### src/rtl/plab4_net_router_input_unit.sv
`default_nettype none
// ============================================================================
// Module   : plab4_net_router_input_unit
// Purpose  : Buffered ring-router input port. A circular FIFO holds incoming
//            messages, and a shortest-path one-hot request is raised for the head.
// Revision : 1.0 - initial release
// ============================================================================
module plab4_net_router_input_unit #(
    parameter int p_router_id   = 0,
    parameter int p_num_routers = 8,
    parameter int p_msg_nbits   = 32,
    parameter int p_dest_lsb    = 0,
    parameter int p_num_entries = 4,
    parameter bit p_tie_east    = 1'b1,
    localparam int c_dest_nbits = $clog2(p_num_routers),
    localparam int c_cnt_nbits  = $clog2(p_num_entries) + 1
) (
    input  logic                   clk,
    input  logic                   reset,
    input  logic [p_msg_nbits-1:0] in_msg,
    input  logic                   in_val,
    output logic                   in_rdy,
    output logic [p_msg_nbits-1:0] out_msg,
    output logic [2:0]             reqs,
    input  logic [2:0]             grants,
    output logic [c_cnt_nbits-1:0] count,
    output logic                   bad_dest
);

    localparam int c_ptr_nbits = $clog2(p_num_entries);
    // Two extra bits so that dest + N and 2*fwd never overflow.
    localparam int c_ext_nbits = c_dest_nbits + 2;

    localparam logic [c_ext_nbits-1:0] c_id    = c_ext_nbits'(p_router_id);
    localparam logic [c_ext_nbits-1:0] c_n     = c_ext_nbits'(p_num_routers);
    localparam logic [c_cnt_nbits-1:0] c_depth = c_cnt_nbits'(p_num_entries);

    localparam logic [2:0] c_req_east = 3'b100;
    localparam logic [2:0] c_req_term = 3'b010;
    localparam logic [2:0] c_req_west = 3'b001;

    logic [p_msg_nbits-1:0] r_mem [p_num_entries];
    logic [c_ptr_nbits-1:0] r_head;
    logic [c_ptr_nbits-1:0] r_tail;
    logic [c_cnt_nbits-1:0] r_count;

    logic                    w_empty;
    logic                    w_full;
    logic                    w_enq;
    logic                    w_deq;
    logic [c_dest_nbits-1:0] w_dest;
    logic [c_ext_nbits-1:0]  w_dest_x;
    logic [c_ext_nbits-1:0]  w_fwd;
    logic [c_ext_nbits-1:0]  w_fwd2;
    logic                    w_bad;
    logic [2:0]              w_route;

    assign w_empty = (r_count == '0);
    assign w_full  = (r_count == c_depth);
    // A full FIFO refuses input even when the head leaves this cycle.
    assign in_rdy  = !w_full && reset;
    assign w_enq   = in_val && in_rdy;
    assign w_deq   = |(reqs & grants);

    assign out_msg = r_mem[r_head];
    assign count   = r_count;

    assign w_dest   = out_msg[p_dest_lsb +: c_dest_nbits];
    assign w_dest_x = {2'b00, w_dest};
    assign w_fwd    = (w_dest_x >= c_id) ? (w_dest_x - c_id) : (w_dest_x + c_n - c_id);
    assign w_fwd2   = w_fwd << 1;
    assign w_bad    = (w_dest_x >= c_n);

    always_comb begin
        w_route = 3'b000;
        if (w_empty) begin
            w_route = 3'b000;
        end else if (w_bad || (w_dest_x == c_id)) begin
            w_route = c_req_term;
        end else if (w_fwd2 < c_n) begin
            w_route = c_req_east;
        end else if (w_fwd2 > c_n) begin
            w_route = c_req_west;
        end else begin
            w_route = p_tie_east ? c_req_east : c_req_west;
        end
    end

    assign reqs     = w_route;
    assign bad_dest = !w_empty && w_bad;

    // Storage is deliberately left unreset; only pointers and count matter.
    always_ff @(posedge clk) begin
        if (w_enq) begin
            r_mem[r_tail] <= in_msg;
        end
    end

    always_ff @(posedge clk or negedge reset) begin
        if (!reset) begin
            r_head  <= '0;
            r_tail  <= '0;
            r_count <= '0;
        end else begin
            if (w_enq) begin
                r_tail <= r_tail + c_ptr_nbits'(1);
            end
            if (w_deq) begin
                r_head <= r_head + c_ptr_nbits'(1);
            end
            case ({w_enq, w_deq})
                2'b10:   r_count <= r_count + c_cnt_nbits'(1);
                2'b01:   r_count <= r_count - c_cnt_nbits'(1);
                default: r_count <= r_count;
            endcase
        end
    end

endmodule
`default_nettype wire

### config.mk
export PLATFORM = sky130hd
export DESIGN_NAME = plab4_net_router_input_unit
export DESIGN_NICKNAME = d
export VERILOG_FILES = /design/src/rtl/plab4_net_router_input_unit.sv
export SDC_FILE = /design/constraint.sdc
export NUM_CORES = 1
export LEC_CHECK = 0
export CAP_MARGIN = 30
export CORE_UTILIZATION = 57
export DETAILED_ROUTE_END_ITERATION = 8
export MAX_ROUTING_LAYER = met4
export PLACE_DENSITY = 0.89
export SLEW_MARGIN = 25
export SYNTH_ARGS = -nofsm -noshare
export SYNTH_HDL_FRONTEND = slang
export SYNTH_SLANG_ARGS = --single-unit
export TNS_END_PERCENT = 30
### constraint.sdc
create_clock -name clk -period 6.41 [get_ports clk]
set_input_delay 1.282 -clock clk [delete_from_list [all_inputs] [get_ports clk]]
set_output_delay 1.282 -clock clk [all_outputs]
set_load 0.005 [all_outputs]
# After elaboration in Yosys (flattened, before gate mapping)
# Memories as Yosys holds them, arrays and structs flattened.
# Cells that the tools add are included.
dict set report totals {
  regBits 7
  n_memories 1
  output_inout_bits 40
  mem_bits_rw 128
  in_bits 38
  elab_cells 35
}
# name depth width rd rd_ports_with_merged_regs wr line
set mem_list {}
lappend mem_list {r_mem 4 32 1 0 1 42} ;# logic [p_msg_nbits-1:0] r_mem [p_num_entries];
dict set report classes {
  order_cmp 4
  n_eq_ne 3
  mux 8
  n_bitwise 1
  add_sub_neg 5
  n_reduce_logical 10
}
# op n
set ops {}
lappend ops {{$mux 3} 4}
lappend ops {{$pmux 3 s2} 1}
lappend ops {{$gt 5x4->1 const B} 1}
lappend ops {{$logic_not 5->1} 1}
lappend ops {{$lt 5x4->1 const B} 1}
lappend ops {{$add 2x1->2 const B} 2}
lappend ops {{$add 3x4->4 const B} 1}
lappend ops {{$ge 3x4->1 const B} 1}
lappend ops {{$mux 4} 1}
lappend ops {{$add 3x1->3 const B} 1}
lappend ops {{$and 3x3->3} 1}
lappend ops {{$eq 3x3->1 const B} 1}
lappend ops {{$ge 3x1->1 const B} 1}
lappend ops {{$logic_and 1x1->1} 3}
lappend ops {{$logic_not 3->1} 1}
lappend ops {{$reduce_or 3->1} 1}
lappend ops {{$sub 3x1->3 const B} 1}
lappend ops {{$eq 2x1->1 const B} 1}
lappend ops {{$eq 2x2->1 const B} 1}
lappend ops {{$logic_not 1->1} 2}
lappend ops {{$mux 1} 2}
lappend ops {{$reduce_bool 2->1} 1}
lappend ops {{$logic_or 1x1->1} 1}

# Logic depth before layout (Yosys ltp)
# Gate-level depths: netlist of the first run.
# An unclocked memory read counts as a cell.
dict set report depth {
  ltp_word 12
  depth_mapped 13
  depth_no_buf 12
}

# Worst setup path after synthesis of the first run
# No wires, ideal clock.
dict set report synth_timing {
  path_kind {in2reg}
  start {in in_val}
  end {mem r_mem[0][0] (enable)}
  arrival_ns 2.496
  path_stages 3
  t_required_ns 6.018
  path_slack_ns 3.522
  path_cell_list {nand2_1 a21oi_1 and2_1}
}
dict set report synth_via {
  elab_chain_len 3
}
# element line
set synth_lines {}
lappend synth_lines {{from (decl)} 21} ;# input logic in_val,
lappend synth_lines {{$logic_and 1x1->1} 62} ;# assign w_enq = in_val && in_rdy;
lappend synth_lines {{$mux 1} 94} ;# if (w_enq) begin
lappend synth_lines {{$mux 1 (implied by the code)} 95} ;# r_mem[r_tail] <= in_msg;
lappend synth_lines {{to (decl)} 42}
# No other way between the ends.

# Final worst setup path of the first run
dict set report layout_timing {
  start {reg r_head[0]}
  end {out reqs[0]}
}
dict set report layout_via {
  elab_chain_len 8
  word_cells_on_any_way 13
  classes_between {add/sub (1); order compare (4); mux (5); reduce/logical (2); memory (1)}
}
# element line
set layout_lines {}
lappend layout_lines {{from (decl)} 43} ;# logic [c_ptr_nbits-1:0] r_head;
lappend layout_lines {{from (signal assigned)} 109} ;# r_head <= r_head + c_ptr_nbits'(1);
lappend layout_lines {{$mem_v2 4x32 *} -}
lappend layout_lines {{$add 3x4->4 or $ge 3x1->1 (tied branches)} 70} ;# assign w_fwd = (w_dest_x >= c_id) ? (w_dest_x - c_id) : (w_dest_x + c_n - c_id);
lappend layout_lines {{$mux 4} 70}
lappend layout_lines {{$gt 5x4->1} 82} ;# end else if (w_fwd2 > c_n) begin
lappend layout_lines {{$mux 3} 82}
lappend layout_lines {{$mux 3} 80} ;# end else if (w_fwd2 < c_n) begin
lappend layout_lines {{$mux 3 *} 78} ;# end else if (w_bad || (w_dest_x == c_id)) begin
lappend layout_lines {{$mux 3 *} 76} ;# if (w_empty) begin
lappend layout_lines {{to (decl)} 24} ;# output logic [2:0] reqs,
# Every way passes the cells marked *; elsewhere a longest branch is shown, timed or not.

==> results, run 1 <==
- The run finished with clean final reports.
- The minimum hold slack is 0.5593 ns.
- The clock reaches the later pin of the worst-skew pair after 0.51 ns.
- The final-report hold violation count is 0.
- Across the run, the number of max-cap violations was 0.
- The synthesized cell area is 0.005114 mm².
- The final critical path time including I/O delays and setup is 4.619 ns.
- The repair_antennas step left the layout with diodes totalling 0.
- The normalized max-slew margin is 0.4237.
- In this run, post-CTS hold repair placed 0 buffers.
- The area fraction in compound gates after synthesis is 0.005383.
- The CTS tree is done.
- The first routing iteration left 146 violations.
- Data on the critical path is required at its endpoint by 5.13 ns.
- Counting every sink on the clock net gives 135.
- The overall die area is 0.009354 mm².
- Global routing finished with a remaining overflow of 0.
- The class of the most critical setup path is register to output port.
- The unique cell type count in the Yosys netlist is 25.
- In this run the worst path has a maximum fanout of 18.
- The peak supply drop is 0.0002823 V.
- The clock tree root buffer cell is sky130_fd_sc_hd__clkbuf_8.
- The class of the tightest hold or removal check is register to register.
- After layout, the design draws a total of 2.945 mW.
- Counting every instance in the synthesized netlist gives 219.
- The post-placement cell count is 396.
- Power spread over the standard cell area amounts to 451.4 mW/mm².
- The register bit count reported by yosys is 135.
- Of the total synthesized cell area, the portion taken by XOR and XNOR cells is 0.01028.
- The multiplexer share of the synthesized area is 0.1431.
- In the final routed layout, each cell accounts on average for 22.41 µm.
- Counting the fill cells in the layout gives 469.
- STA classifies the critical path startpoint as a register.
- The half-perimeter wire length after detailed placement is 5537 µm.
- The number of buffers added on ports is 76.
- Synthesis produced a netlist with a net count of 265.
- The count of pins on the block boundary is 78.
- The number of global-route vias before repair was 2,657.
- For this run, the top clock speed supported by timing is 0.2165 GHz.
- The worst register-to-register path has a setup slack of 2.51 ns.
- Entering global routing, the biggest net connects 34 pins.
- The final layout contains 353 nets.
- In the finished design, the share of the clock period the worst path needs comes to 0.7206.
- The first-pass GRT wire length is 14,990 µm.
- In the final timing run, aggregate negative setup slack is 0 ns.
- The initial cell density of the core is 0.5864.
- The buffer count from post-CTS setup fixing is 0.
- Setup repair after global routing left no endpoint under its margin.
- The area overhead of the layout relative to synthesis is 27.58%.
- Gates resized during post-CTS repair numbered 0.
- The number of antenna violations at the first check in global routing is 0.
- Leaving out fill and tap cells, the most frequent cells in the layout are sky130_fd_sc_hd__edfxtp_1 (128), sky130_fd_sc_hd__clkdlybuf4s50_1 (76), sky130_fd_sc_hd__mux4_2 (32), sky130_fd_sc_hd__clkbuf_16 (16), sky130_fd_sc_hd__inv_1 (8).
- In this run the horizontal extent of the chip is 96.72 µm.
- The average size of a mapped cell is 23.35 µm².
- The detailed router placed 2,445 vias in this run.
- The clock passes through at most 2 buffers.
- STA classifies the critical path endpoint as an output port.
- The DRC violation count after routing is 0.
- The post-route clock skew is 0.007726 ns.
- The number of warnings printed during yosys synthesis is 0.
- The region available for standard cell placement spans 0.008721 mm².
- The number of pins exceeding their max-slew limit in the final report is 0.
- The worst path arrival time is 3.34 ns.
- Setup violations remaining at the end of the flow were counted as 0.
- Using the TritonRoute via totals, the vias-per-cell ratio works out to 5.713.
- The floorplan has 34 rows.
- The first detailed-routing pass took 5 iterations.
- Of the total synthesized cell area, the portion taken by full adders, half adders and majority gates is 0.02104.
- CTS built an H-tree with a depth of 4.
- In the global route stage, overall resource usage came out at 0.2329.
- Along the worst hold path, the cell count comes to 1.
- The share of post-route cells with drive strength above 1 is 0.2188.
- Of the total synthesized cell area, the portion taken by AND, OR, NAND and NOR gates is 0.01590.
- The count of nets left with antenna violations once routing finished came out at 0.
- The leading cell type in the layout, fill and taps excluded is sky130_fd_sc_hd__edfxtp_1.
- The number of buffers created by CTS is 17.
- The non-filler instance count after layout is 428.
- For this design the static power due to leakage is 2.184 nW.
- At the pin with the least slew margin, the transition time is 0.8644 ns.
- The sequential share of the synthesized area is 0.7859.
- Clock-pin slew was measured on the worst setup and hold paths at 0.06 ns.
- The number of cells on the worst reg-to-reg path is 11.
- The final weighted congestion in routability-driven placement is 0.7625.
- After synthesis, the largest family of logic cells by area is multiplexers.
- The height of the die is 96.72 µm.
- The final layout contains routed wiring with a total length of 9592 µm.
==> final timing paths <==
check / startpoint / end
max in group asynchronous: reset / r_head[0]
worst min register to register: count[0] / count[0]
min in group asynchronous: reset / count[2]
worst min-delay path: count[0] / count[0]
worst max-delay path: r_head[0] / reqs[0]
worst max register to register: r_head[0] / count[1]
==> cells by family after synthesis <==
| kind of cell | Yosys count |
|---|---|
| fa+ha+maj | 8 |
| buf+inv | 17 |
| other cells | 1 |
| simple gates | 15 |
| mux | 33 |
| xor+xnor | 6 |
| compound gates | 4 |
| flops | 135 |
==> area by class of cell <==
cell class,count,area [µm²],share of cell area
clock buffer,18,417.9,0.06406
clock inverter,14,135.1,0.02071
inverter,8,30.03,0.004603
multi-input combinational,67,1010,0.1548
sequential,135,4020,0.6162
tap,108,135.1,0.02071
timing repair buffer,78,775.7,0.1189
==> registers in the layout, indices dropped and copies added (netlist names) <==
register  cells
r_mem       128
r_tail        2
count         3
r_head        2
==> metrics by stage <==
step	setup WS [ns]	cell area, µm²	util
floorplan	3.522	5114	-
global placement	2.381	5971	0.6846
detailed placement	2.346	5971	0.6846
CTS	1.684	6524	0.7481
global route	1.562	6524	0.7481
finish	1.791	6524	0.7481
==> worst max-delay path, cell delays in order, from the launching register on <==
cell and delay, ns:
sky130_fd_sc_hd__dfrtp_2 0.74, sky130_fd_sc_hd__buf_4 0.45, sky130_fd_sc_hd__mux4_2 0.57, sky130_fd_sc_hd__nor2_2 0.16, sky130_fd_sc_hd__inv_1 0.06, sky130_fd_sc_hd__ha_1 0.19, sky130_fd_sc_hd__nor2b_1 0.14, sky130_fd_sc_hd__clkdlybuf4s50_1 0.51
==> per-layer routing <==
metal	up-vias	GRT usage	part of all wire	wire length (µm)
met5	-	-	0	0
met4	0	0.06659	0.012	119
met3	9	0.06864	0.041	396
met2	87	0.3911	0.54	5137
met1	1286	0.2755	0.41	3938
li1	1063	-	-	-
==> synthesized netlist by cell type <==
| library cell | number | share of area |
|---|---|---|
| sky130_fd_sc_hd__edfxtp_1 | 128 | 0.75 |
| sky130_fd_sc_hd__mux4_2 | 32 | 0.14 |
| sky130_fd_sc_hd__inv_1 | 8 | 0.0059 |
| sky130_fd_sc_hd__dfrtp_1 | 7 | 0.034 |
| sky130_fd_sc_hd__ha_1 | 7 | 0.017 |
| sky130_fd_sc_hd__and2_1 | 4 | 0.0049 |
| sky130_fd_sc_hd__buf_4 | 4 | 0.0059 |
| sky130_fd_sc_hd__xor2_1 | 4 | 0.0069 |
| sky130_fd_sc_hd__buf_2 | 3 | 0.0029 |
| sky130_fd_sc_hd__nor2_1 | 3 | 0.0022 |
| sky130_fd_sc_hd__nor2b_1 | 3 | 0.0037 |
| sky130_fd_sc_hd__nand2_1 | 2 | 0.0015 |
| sky130_fd_sc_hd__xnor2_1 | 2 | 0.0034 |
| sky130_fd_sc_hd__a21boi_0 | 1 | 0.0015 |
| sky130_fd_sc_hd__a21oi_1 | 1 | 0.00098 |
| sky130_fd_sc_hd__a222oi_1 | 1 | 0.0020 |
| sky130_fd_sc_hd__buf_6 | 1 | 0.0022 |
| sky130_fd_sc_hd__clkbuf_1 | 1 | 0.00073 |
| sky130_fd_sc_hd__conb_1 | 1 | 0.00073 |
| sky130_fd_sc_hd__fa_1 | 1 | 0.0039 |
| sky130_fd_sc_hd__mux2_2 | 1 | 0.0022 |
| sky130_fd_sc_hd__nor2_2 | 1 | 0.0012 |
| sky130_fd_sc_hd__nor3_1 | 1 | 0.00098 |
| sky130_fd_sc_hd__nor3b_1 | 1 | 0.0015 |
| sky130_fd_sc_hd__o21ai_0 | 1 | 0.00098 |
==> report_power, final <==
part	internal, mW	switching (mW)	total, mW	leakage [nW]
registers	1.09	0.0750	1.16	1.24
logic	0.523	0.364	0.888	0.680
clock network	0.547	0.348	0.895	0.261
(Power assumes the default switching activity.)
==> inputs of run 2 (changes only) <==
--- a/config.mk
+++ b/config.mk
@@ -6,10 +6,10 @@
 export NUM_CORES = 1
 export LEC_CHECK = 0
 export CAP_MARGIN = 30
-export CORE_UTILIZATION = 57
+export CORE_UTILIZATION = 48
 export DETAILED_ROUTE_END_ITERATION = 8
 export MAX_ROUTING_LAYER = met4
-export PLACE_DENSITY = 0.89
+export PLACE_DENSITY = 0.8
 export SLEW_MARGIN = 25
 export SYNTH_ARGS = -nofsm -noshare
 export SYNTH_HDL_FRONTEND = slang
==> constraint.sdc (replaced) <==
create_clock -name clk -period 4.24 [get_ports clk]
set_input_delay 0.848 -clock clk [delete_from_list [all_inputs] [get_ports clk]]
set_output_delay 0.848 -clock clk [all_outputs]
set_load 0.005 [all_outputs]
==> results, run 2 (synthesis gave the netlist of run 1 again) <==
- Status: complete, no violations (unchanged).
- The register-to-register path setup slack is 1.02 ns (was 2.51 ns).
- The depth of the critical timing path with buffers and inverters included is 5 (was 7).
- The final setup violation count is 0 (unchanged).
- The worst setup path startpoint is r_head[0] (unchanged).
- The peak per-stage delay on the critical path is 0.74 ns (about the same).
- The family of cells with the greatest summed delay on the critical path is flip-flops (was buffers and inverters).
- The final-report hold violation count is 0 (unchanged).
- The largest fanout on the critical path is 17 (was 18).
- The maximum number of pins on one net before global-route repair is 33 (was 34).
- The number of buffers created by CTS is 17 (unchanged).
- The number of H-tree branching levels came to 4 (unchanged).
- The final weighted congestion in routability-driven placement is 0.6714 (was 0.7625).
- The largest buffer count on any clock path is 2 (unchanged).
- The number of standard-cell rows in the floorplan is 37 (was 34).
- The overall die area is 0.01107 mm² (was 0.009354 mm²).
- The post-route clock skew is 0.006457 ns (was 0.007726 ns).
- The die width is 105.2 µm (was 96.72 µm).
- The first-pass GRT wire length was 14,230 µm (was 14,990 µm).
- The post-detailed-route count of antenna-violating nets came to 0 (unchanged).
- The number of pins exceeding their max-slew limit in the final report is 0 (unchanged).
- The required time at the endpoint of the critical path is 3.39 ns (was 5.13 ns).
- The total via count after detailed routing is 2,461 (was 2,445).
- The capture instance of the worst register-to-register path is count[2] (was count[1]).
- The worst path arrival time is 2.88 ns (was 3.34 ns).
- Most frequent cells in the layout: sky130_fd_sc_hd__edfxtp_1 (128), sky130_fd_sc_hd__clkdlybuf4s50_1 (76), sky130_fd_sc_hd__mux4_2 (32), sky130_fd_sc_hd__clkbuf_16 (16), sky130_fd_sc_hd__inv_1 (8) (unchanged).
- The number of antenna violations at the first check in global routing is 0 (unchanged).
- The number of global-route vias before repair is 2,593 (was 2,657).
- Setup repair after global routing missed its margin: false (unchanged).
- The cell leakage power was 2.227 nW (was 2.184 nW).
- The number of sinks on the clock net is 135 (unchanged).
- The initial cell density of the core is 0.4953 (was 0.5864).
- The cell with the largest stage delay on the worst path is sky130_fd_sc_hd__dfrtp_2 (unchanged).
- The kind of end point of the critical path is an output port (unchanged).
- The class of the most critical setup path is register to output port (unchanged).
- The number of buffers added on ports was 76 (unchanged).
- The setup TNS came to 0 ns (unchanged).
- The normalized max-slew margin is 0.4255 (was 0.4237).
- Cell breakdown of the critical path: mux4_2 > nor2_2 > ha_1 > nor2b_1 > clkdlybuf4s50_1 (was buf_4 > mux4_2 > nor2_2 > inv_1 > ha_1 > nor2b_1 > clkdlybuf4s50_1).
- The power density over the cells is 689.4 mW/mm² (was 451.4 mW/mm²).
- The detailed-routing iteration count for the pre-antenna-repair pass is 4 (was 5).
- The leading cell type in the layout, fill and taps excluded is sky130_fd_sc_hd__edfxtp_1 (unchanged).
- The sum of buffers and inverters on the critical path is 1 (was 3).
- The number of cells upsized or downsized after cts was 0 (unchanged).
- The DRC violation count after routing is 0 (unchanged).
- The number of cells on the worst reg-to-reg path was 12 (was 11).
- The net total in the final layout is 354 (was 353).
- The insertion delay of the later-clocked pin in the worst-skew pair is 0.49 ns (was 0.51 ns).
- The internal power is 3.401 mW (was 2.158 mW).
- The critical path launch point type is a register (unchanged).
- The final critical path time including I/O delays and setup is 3.733 ns.
- The count of hold-fix buffers inserted at cts came to 0 (unchanged).
- The share of post-route cells with drive strength above 1 came to 0.2274 (was 0.2188).
- The count of pins on the block boundary was 78 (unchanged).
- The total power of the final layout is 4.571 mW (was 2.945 mW).
- The register with the most flip-flops is r_mem (unchanged).
- The via-per-instance ratio is 5.385 (was 5.713).
- The clock tree root buffer cell is sky130_fd_sc_hd__clkbuf_8 (unchanged).
- The area overhead of the layout relative to synthesis came to 29.66% (was 27.58%).
- The switching power is 1.170 mW (was 0.7867 mW).
- The clock slew seen by the registers of the worst setup and hold paths is 0.06 ns (about the same).
- The combinational fraction of design power is 0.291 (was 0.301).
- The DRC violation total after the first TritonRoute iteration came to 132 (was 146).
- The clock share of power was 0.326 (was 0.304).
- The total area of sequential cells is 0.004020 mm² (unchanged).
- The standard cell core area was 0.01032 mm² (was 0.008721 mm²).
- The antenna diode count is 0 (unchanged).
- The final wirelength came to 9041 µm (was 9592 µm).
- The total area of multi-input combinational cells came to 0.001010 mm² (unchanged).
- The reported max-cap violation count is 0 (unchanged).
- The sequential cell fraction of total power is 0.383 (was 0.395).
- The actual transition at the worst max-transition pin is 0.8618 ns (was 0.8644 ns).
- The switching share of power was 0.2559 (was 0.2671).
- The half-perimeter wire length after detailed placement is 5486 µm (was 5537 µm).
- The global route total overflow is 0 (unchanged).
- The overall routing resource usage was 0.1856 (was 0.2329).
- The peak supply drop is 0.0003926 V (was 0.0002823 V).
- The height of the die is 105.2 µm (was 96.72 µm).
- Timing would allow up to 0.2679 GHz.
- The end point of the critical path was reqs[2] (was reqs[0]).
- The routed wire length per instance is 19.78 µm (was 22.41 µm).
- The class of the tightest hold or removal check is register to register (unchanged).
- The number of filler instances in the final layout came to 675 (was 469).
- The part of the cycle the worst path needs is 0.8804.
- The critical register-to-register path startpoint is r_head[0] (unchanged).
- The number of flip-flops in the largest register is 128 (unchanged).
- The CTS tree is done (unchanged).
- The buffer count from post-CTS setup fixing was 0 (unchanged).
run 2: cell count changes in the layout (fill, tap and decap cells not counted):
cell / previous run / this run
sky130_fd_sc_hd__clkinvlp_4: 4 / 1
sky130_fd_sc_hd__clkinv_2: 4 / 2
sky130_fd_sc_hd__inv_6: 0 / 3
sky130_fd_sc_hd__clkinv_1: 2 / 0
sky130_fd_sc_hd__buf_4: 2 / 3
sky130_fd_sc_hd__bufinv_16: 2 / 4
sky130_fd_sc_hd__clkinv_4: 2 / 4
run 2: area by class of cell:
cell class,count,share of cell area
sequential,135,0.6063
multi-input combinational,67,0.1523
timing repair buffer,79,0.1181
clock buffer,18,0.06303
clock inverter,14,0.03001
tap,136,0.02567
inverter,8,0.004529
run 2: how the worst min path moves through the flow:
stage | cells past startpoint | to | start
after floorplan | 1 | count[2] | count[2]
after global placement | 1 | count[2] | count[2]
after detailed placement | 1 | count[2] | count[2]
after CTS | 1 | count[2] | count[2]
after global routing | 1 | r_tail[1] | r_tail[1]
final | 1 | count[2] | count[2]
run 2: per-stage QoR:
step                  util  hold WS, ns  cells  cell area, µm²  setup WS, ns
floorplan                -       0.5170    219            5114         1.601
global placement    0.5825       0.5427    425            6013        0.9096
detailed placement  0.5825       0.5505    425            6013        0.8957
CTS                 0.6422       0.5588    457            6630        0.4355
global route        0.6422       0.5917    457            6630        0.3105
finish              0.6422       0.5558    457            6630        0.5071
run 2: layer usage:
layer | share of wire | track usage | up-vias
li1 | - | - | 1077
met1 | 0.43 | 0.2479 | 1288
met2 | 0.51 | 0.2801 | 92
met3 | 0.051 | 0.05566 | 4
met4 | 0.0077 | 0.05231 | 0
met5 | 0 | - | -
run 2: worst reg2reg max path: stages (launching register included):
cell                       delay [ns]
sky130_fd_sc_hd__dfrtp_2         0.74
sky130_fd_sc_hd__mux4_2          0.61
sky130_fd_sc_hd__nor2_2          0.18
sky130_fd_sc_hd__inv_1           0.06
sky130_fd_sc_hd__ha_1            0.19
sky130_fd_sc_hd__a222oi_1        0.35
sky130_fd_sc_hd__nor2_1          0.12
sky130_fd_sc_hd__ha_1            0.24
sky130_fd_sc_hd__inv_1           0.08
sky130_fd_sc_hd__fa_1            0.18
sky130_fd_sc_hd__xor2_1          0.15
sky130_fd_sc_hd__nor2_1          0.06
sky130_fd_sc_hd__xor2_1          0.14
run 2: power by group through the flow:
stage / registers, mW / logic [mW] / clock network [mW]
final: 1.75 / 1.33 / 1.49
after global routing: 1.78 / 1.45 / 1.57
after CTS: 1.76 / 1.36 / 1.51
after detailed placement: 1.78 / 1.35 / 0
after global placement: 1.77 / 1.33 / 0
after floorplan: 1.71 / 0.772 / 0
